===== src/rtl/sc_reg_sequencer.sv =====
// sc_reg_sequencer: sequences clear/load strobes to a general register and
// freezes the shift register around each load so the loaded data is stable.
// Two debounced active-low requesters are captured as falling-edge presses
// into pending flags; a five-state FSM services them, clear first.
// Optional feature macro: REG_SEQUENCER_LOADCOUNT_EN (adds the wrapping
// completed-load counter; otherwise loadcount_OutBUS is tied to zero).

// Per-requester capture: one input sample register plus a sticky pending
// flag. Sample resets to 1 so only a real 1->0 transition counts as a press.
module sc_req_capture (
  input  logic clk_i,
  input  logic rst_n_i,
  input  logic req_n_i,
  input  logic svc_i,
  output logic pend_o
);
  logic smp_q, smp_d;
  logic pend_q, pend_d;
  logic press;

  assign press = ~req_n_i & smp_q;
  assign smp_d = req_n_i;

  // A new press wins over a same-edge service so it is never lost.
  always_comb begin
    pend_d = pend_q;
    if (svc_i)  pend_d = 1'b0;
    if (press)  pend_d = 1'b1;
  end

  // Sample and pending registers.
  always_ff @(posedge clk_i) begin
    if (!rst_n_i) begin
      smp_q  <= 1'b1;
      pend_q <= 1'b0;
    end else begin
      smp_q  <= smp_d;
      pend_q <= pend_d;
    end
  end

  assign pend_o = pend_q;
endmodule

module sc_reg_sequencer #(
  parameter int HOLDOFF_CYCLES = 4,
  parameter int COUNT_WIDTH    = 8
) (
  input  logic                   SC_REG_SEQUENCER_CLOCK_50,
  input  logic                   SC_REG_SEQUENCER_RESET_InLow,
  input  logic                   SC_REG_SEQUENCER_clear_InLow,
  input  logic                   SC_REG_SEQUENCER_load_InLow,
  output logic                   SC_REG_SEQUENCER_clear_OutLow,
  output logic                   SC_REG_SEQUENCER_load_OutLow,
  output logic                   SC_REG_SEQUENCER_shiftenable_Out,
  output logic                   SC_REG_SEQUENCER_busy_Out,
  output logic [COUNT_WIDTH-1:0] SC_REG_SEQUENCER_loadcount_OutBUS
);
  localparam int NUM_REQ = 2;
  localparam int REQ_CLR = 0;
  localparam int REQ_LD  = 1;
  localparam int HOLD_W  = 8;
  localparam logic [HOLD_W-1:0] HOLD_LAST = HOLD_W'(HOLDOFF_CYCLES - 1);

  typedef enum logic [2:0] {
    S_IDLE   = 3'd0,
    S_CLEAR  = 3'd1,
    S_FREEZE = 3'd2,
    S_LOAD   = 3'd3,
    S_HOLD   = 3'd4
  } state_t;

  // Decoded output bundle, all bits derived from registered state only.
  typedef struct packed {
    logic clr_n;
    logic ld_n;
    logic se;
    logic busy;
  } seq_out_t;

  logic clk, rst_n;
  assign clk   = SC_REG_SEQUENCER_CLOCK_50;
  assign rst_n = SC_REG_SEQUENCER_RESET_InLow;

  logic [NUM_REQ-1:0] req_n;
  logic [NUM_REQ-1:0] svc;
  logic [NUM_REQ-1:0] pend;

  assign req_n[REQ_CLR] = SC_REG_SEQUENCER_clear_InLow;
  assign req_n[REQ_LD]  = SC_REG_SEQUENCER_load_InLow;

  for (genvar g = 0; g < NUM_REQ; g++) begin : g_req
    sc_req_capture u_cap (
      .clk_i   (clk),
      .rst_n_i (rst_n),
      .req_n_i (req_n[g]),
      .svc_i   (svc[g]),
      .pend_o  (pend[g])
    );
  end

  state_t            state_q, state_d;
  logic [HOLD_W-1:0] hold_q, hold_d;
  seq_out_t          outs;

  // Next-state logic; service strobes to the capture units leave with the
  // state that performed the operation.
  always_comb begin
    state_d = state_q;
    hold_d  = '0;
    svc     = '0;
    case (state_q)
      S_IDLE: begin
        if (pend[REQ_CLR])     state_d = S_CLEAR;
        else if (pend[REQ_LD]) state_d = S_FREEZE;
      end
      S_CLEAR: begin
        svc[REQ_CLR] = 1'b1;
        state_d      = S_HOLD;
      end
      S_FREEZE: begin
        state_d = S_LOAD;
      end
      S_LOAD: begin
        svc[REQ_LD] = 1'b1;
        state_d     = S_HOLD;
      end
      S_HOLD: begin
        if (hold_q == HOLD_LAST) state_d = S_IDLE;
        else                     hold_d  = hold_q + HOLD_W'(1);
      end
      default: state_d = S_IDLE;
    endcase
  end

  // State and hold-off counter registers.
  always_ff @(posedge clk) begin
    if (!rst_n) begin
      state_q <= S_IDLE;
      hold_q  <= '0;
    end else begin
      state_q <= state_d;
      hold_q  <= hold_d;
    end
  end

  // Output decode; the two strobes come from distinct states so they can
  // never be low together.
  always_comb begin
    outs.clr_n = (state_q != S_CLEAR);
    outs.ld_n  = (state_q != S_LOAD);
    outs.se    = !((state_q == S_FREEZE) || (state_q == S_LOAD));
    outs.busy  = (state_q != S_IDLE);
  end

  assign SC_REG_SEQUENCER_clear_OutLow    = outs.clr_n;
  assign SC_REG_SEQUENCER_load_OutLow     = outs.ld_n;
  assign SC_REG_SEQUENCER_shiftenable_Out = outs.se;
  assign SC_REG_SEQUENCER_busy_Out        = outs.busy;

`ifdef REG_SEQUENCER_LOADCOUNT_EN
  logic [COUNT_WIDTH-1:0] lcnt_q, lcnt_d;

  assign lcnt_d = (state_q == S_LOAD) ? lcnt_q + COUNT_WIDTH'(1) : lcnt_q;

  // Completed-load counter, wraps naturally at 2^COUNT_WIDTH.
  always_ff @(posedge clk) begin
    if (!rst_n) lcnt_q <= '0;
    else        lcnt_q <= lcnt_d;
  end

  assign SC_REG_SEQUENCER_loadcount_OutBUS = lcnt_q;
`else
  assign SC_REG_SEQUENCER_loadcount_OutBUS = '0;
`endif

endmodule


===== config.mk =====
export PLATFORM = sky130hd
export DESIGN_NAME = sc_reg_sequencer
export DESIGN_NICKNAME = d
export VERILOG_FILES = /design/src/rtl/sc_reg_sequencer.sv
export SDC_FILE = /design/constraint.sdc
export NUM_CORES = 1
export LEC_CHECK = 0
export BUFFER_PORTS_ARGS = -buffer_cell sky130_fd_sc_hd__buf_2
export CAP_MARGIN = 20
export CORE_AREA = 2 2 40 42
export CTS_BUF_LIST = sky130_fd_sc_hd__clkbuf_4 sky130_fd_sc_hd__clkbuf_8
export DETAILED_ROUTE_END_ITERATION = 12
export DIE_AREA = 0 0 42 44
export PLACE_DENSITY = 0.72
export REMOVE_ABC_BUFFERS = 1
export SKIP_LAST_GASP = 1
export SLEW_MARGIN = 20
export SYNTH_ARGS = -nofsm -noshare
export SYNTH_HDL_FRONTEND = slang
export SYNTH_SLANG_ARGS = --single-unit
export TNS_END_PERCENT = 50

===== constraint.sdc =====
create_clock -name SC_REG_SEQUENCER_CLOCK_50 -period 1.5 [get_ports SC_REG_SEQUENCER_CLOCK_50]
set_input_delay 0.3 -clock SC_REG_SEQUENCER_CLOCK_50 [delete_from_list [all_inputs] [get_ports SC_REG_SEQUENCER_CLOCK_50]]
set_output_delay 0.3 -clock SC_REG_SEQUENCER_CLOCK_50 [all_outputs]
set_load 0.005 [all_outputs]

### Word-level counts from Yosys, hierarchy flattened

Index checks and enable logic that the tools add are counted.

| cells by class | value |
|---|---|
| add/sub/neg operators | 1 |
| equality and inequality tests | 9 |
| muxes and demuxes | 10 |
| bitwise operators | 6 |
| reductions and logical operators | 9 |

Operators by type and width:

| cell | number |
|---|---|
| $pmux 3 s4 | 1 |
| $mux 3 | 3 |
| $add 8x1->8 const B | 1 |
| $eq 8x2->1 const B | 1 |
| $eq 3x2->1 const B | 2 |
| $mux 1 | 6 |
| $ne 3x1->1 const B | 2 |
| $not 1->1 | 4 |
| $reduce_bool 2->1 | 2 |
| $eq 3x1->1 const B | 1 |
| $eq 3x3->1 const B | 1 |
| $logic_not 3->1 | 1 |
| $ne 3x2->1 const B | 1 |
| $reduce_bool 3->1 | 1 |
| $reduce_or 3->1 | 1 |
| $and 1x1->1 | 2 |
| $ne 2x2->1 const B | 1 |
| $reduce_and 2->1 | 1 |
| $reduce_or 2->1 | 1 |
| $logic_not 1->1 | 1 |
| $logic_or 1x1->1 | 1 |

| word-level totals | value |
|---|---|
| flip-flop bits (word level) | 15 |
| input bits | 4 |
| output and inout port bits | 12 |
| word-level logic and storage cells | 41 |

### Depth between registers and ports, before layout

| depth | value |
|---|---|
| depth in word-level cells | 4 |
| gate-level depth with buffers | 4 |
| gate-level depth less buffers | 4 |

### By module

A second synthesis with hierarchy kept.

| second synthesis, totals | value |
|---|---|
| cell total of the unflattened synthesis | 77 |
| area, all modules | 676.9 sq um |

Modules (own cells, without submodules):

| module | instances | cells each | area each (sq um) | sequential area each (sq um) |
|---|---|---|---|---|
| sc_reg_sequencer | 1 | 65 | 536.8 | 220.2 |
| sc_req_capture | 2 | 6 | 70.1 | 40.0 |

### Worst setup path before layout

No wires, ideal clock.

| timing path | value |
|---|---|
| path type | reg-to-reg |
| from | register hold_q[0] |
| to | register hold_q[6] |
| setup time | 0.070 ns |
| arrival time | 1.108 ns |
| required time | 1.430 ns |
| setup slack | 0.322 ns |
| stages on the path, launching flop included | 5 |
| path buffers | 0 |
| clock period less this slack | 1.178 ns |
| cells stage by stage | dfxtp_1 > ha_1 > inv_1 > or3_1 > a21oi_1 |

| on the way | value |
|---|---|
| longest elaborated chain between the ends | 2 |
| elaborated cells on any way between the ends | 3 |
| classes of those cells | 1 x add/sub; 1 x eq/ne; 1 x reduce/logical |

Ends and longest elaborated chain:

| item | RTL line | RTL |
|---|---|---|
| start: declaration | 103 | `logic [HOLD_W-1:0] hold_q, hold_d;` |
| start signal: assignment | 143 | `hold_q <= hold_d;` |
| branches (longest 2 deep; another with $add 8x1->8) | n/a |  |

Parallel ways; which one is timed is not known.
A chain may end at the register's enable or synchronous reset.

### Worst setup path in the final report

| timing path | value |
|---|---|
| from | register state_q[0] |
| to | output port SC_REG_SEQUENCER_clear_OutLow |

| on the way | value |
|---|---|
| longest elaborated chain between the ends | 1 |

Ends and longest elaborated chain:

| item | RTL line | RTL |
|---|---|---|
| start: declaration | 102 | `state_t state_q, state_d;` |
| start signal: assignment | 142 | `state_q <= state_d;` |
| $ne 3x1->1 | 150 | `outs.clr_n = (state_q != S_CLEAR);` |
| end: declaration | 53 | `output logic SC_REG_SEQUENCER_clear_OutLow,` |

Every way passes these cells.

==> impl_results.md <==
- Outcome: complete, no violations
- VDD IR-drop max: between 0.3 and 0.4 mV
- Area of the multi-input gates: 320 sq um
- Total power per unit cell area: 1020 mW/mm^2
- Time the final worst path needs with I/O delays and setup: about 1.5 ns
- Post-synthesis sequential area ratio: 0.453
- Setup repair after global routing missed its margin: true
- Final routed wirelength across all metal layers: approximately 1000 microns
- Antenna-violating nets left: 0
- Max frequency: between 600 and 700 MHz
- Total negative slack: 0 ns
- Startpoint type of the worst setup path: flop
- Total setup violations reported at the end of the flow: 0
- Worst clock skew: 0.00295 ns
- TritonCTS buffer count: 3
- Worst path bufs/invs: 1
- Cell-by-cell trace of the critical path: or3b_4 > buf_6
- Capturing element type of the critical path: output pin
- CP Data Arrival Time: 1.15 ns
- Clock-pin slew reported for the worst setup and hold paths after clock tree synthesis: around 0.080 ns
- Average wire per cell in the routed design: just over 10 microns
- Deepest level of the CTS H-tree: 1
- Number of vias per cell: between 4 and 5
- Initial antenna violation count: 0
- Global-route wire length before repair: 1750 microns
- Die area: 0.00185 sq mm
- Die Height: 44 microns
- Slowest stage delay, CP: about 0.4 ns
- Remaining design rule violation count: 0
- CTS max path bufs: 2
- Leading post-synthesis cells by instance count: dfxtp_1, nor2_1, buf_4
- Starting density of the core: 0.467
- Starting DRC count in detailed routing: 8
- Post-synth top area share: 0.453
- Row count: 14
- Post-CTS Setup Inserts: 0
- Count of different cell masters after synthesis: 22
- Share of the clock period used by the worst path after layout: 0.969
- Required time of the critical path: 1.20 ns
- Min-delay worst type: input pin to flop
- Finished Layout Cells: 101
- Core area: 0.00142 sq mm
- Area of all sequential standard cells: 304 sq um
- Max-slew violation total from the final report: 0
- Number of flops mapped to enable cells by yosys: 0
- Net count, final: 91
- Fill cell instance count of the final layout: between 100 and 150
- Average footprint of a synthesized cell: 8.84 sq um
- Final GP Congestion: 0.753
- Area of all placed cells without fillers: 727 sq um
- Clock root buffer: clkbuf_4
- DR pass1 iterations: 2
- Largest delay contributor family on the critical path: simple AND/OR/NAND/NOR gates
- Synth Cell Area: 663 sq um
- Most frequently used cell type in the post-synthesis netlist: dfxtp_1
- Number of global-route vias before repair: 410
- Most used DFF post-synth: dfxtp_1
- Ports: 16
- CP Max Fanout: 6
- Fin. Hold Viols: 0
- Sinks on the clock net: 15
- Skew-Pair Late Insertion Delay: between 0.2 and 0.3 ns
- Placed cells: 97
- Share of final-layout standard cells stronger than drive strength 1: 0.212
- Synth-to-layout area growth: 9.62%
- Pin count of the biggest net entering global routing: 9
- Max cap viols: 0
- Global-route congestion overflow total: 0
- Count of vias placed by the detailed router: 491
- Horiz. Die Dim: around 42 microns
- TritonCTS clock tree: done
- Cell taking the most area after synthesis: dfxtp_1
- Total leakage power: around 0.29 nW
- Worst path slowest cell: or3b_4
- Number of port buffers: 7
- Post-detail-place hpwl: 748 microns
- Mapped Cells: 75
- Critical path class: flop to output pin
- Asr flop ratio synth: 0
- Global-route usage over all layers: 0.127
- Ranking of synthesized cells by area: dfxtp_1, buf_4, nor2_1
- Register bit count reported by yosys: 15
- Total placed instance area: around 680 sq um
- Count of yosys warnings during synthesis: 0
- Antenna Cells: 0
==> registers in the layout, indices dropped and copies added (netlist names) <==
name / cells
state_q: 3
hold_q: 8
g_req.u_cap.smp_q: 2
g_req.u_cap.pend_o: 2
==> final cells by class <==
class,count,area share
clock buffer,4,0.0413
sequential,15,0.418
timing repair buffer,7,0.0568
tap,16,0.0275
multi-input combinational,56,0.441
inverter,3,0.0155
==> metal layers <==
| layer | vias up | track usage | share of wire |
|---|---|---|---|
| li1 | 254 | - | - |
| met1 | 227 | 0.145 | 0.45 |
| met2 | 8 | 0.216 | 0.50 |
| met3 | 2 | 0.0292 | 0.043 |
| met4 | 0 | 0.0774 | 0.0039 |
| met5 | - | 0 | 0 |
==> cells in the final DEF (no fill, tap or decap), types with 2 or more instances in the layout <==
master	n
nand3b_1	2
nor2b_1	4
or3_1	4
nor2_1	10
xor2_1	2
nand2b_1	3
inv_1	3
conb_1	8
dfxtp_1	12
nand2_1	3
dfxtp_2	3
o21ai_0	3
clkbuf_4	4
nand3_1	4
buf_2	6
a21oi_1	5
==> power by group <==
group          switching, mW  total, mW  leakage (nW)  internal (mW)
Combinational         0.0330     0.0727         0.147         0.0397
Sequential            0.0160      0.433         0.124          0.417
Clock                  0.117      0.238        0.0184          0.121
Total                  0.166      0.743         0.289          0.578
==> through the flow <==
stage / power [mW] / hold WS (ns) / util / setup slack [ns]
after floorplan: 0.481 / 0.373 / - / 0.322
after global placement: 0.505 / 0.458 / 0.482 / 0.292
after detailed placement: 0.507 / 0.488 / 0.482 / 0.219
after CTS: 0.746 / 0.216 / 0.504 / 0.00332
after global routing: 0.789 / 0.218 / 0.512 / -0.00214
final: 0.743 / 0.223 / 0.512 / 0.0461
==> worst paths after layout <==
kind / startpoint / to / slack, ns / depth (start not counted)
hold / removal: SC_REG_SEQUENCER_clear_InLow / g_req[0].u_cap.smp_q / 0.22 / 2
setup / recovery: state_q[0] / SC_REG_SEQUENCER_clear_OutLow / 0.05 / 2
setup reg to reg: hold_q[0] / hold_q[6] / 0.20 / 4
hold reg to reg: hold_q[0] / hold_q[0] / 0.50 / 1
==> cell families after synthesis <==
| kind of cell | share of synthesized area |
|---|---|
| buffers and inverters | 0.108 |
| AO/OA/AOI/OAI | 0.0868 |
| XOR/XNOR | 0.0396 |
| other | 0.00565 |
| AND/OR/NAND/NOR | 0.289 |
| adder cells (fa/ha/maj) | 0.0189 |
| flip-flops | 0.453 |
==> repair_timing <==
action / 4_1_cts / 5_1_grt
setup endpoints to repair: 0 / 1
gates resized for setup: 0 / 5
hold buffers: 0 / 0
(Power assumes the default switching activity.)
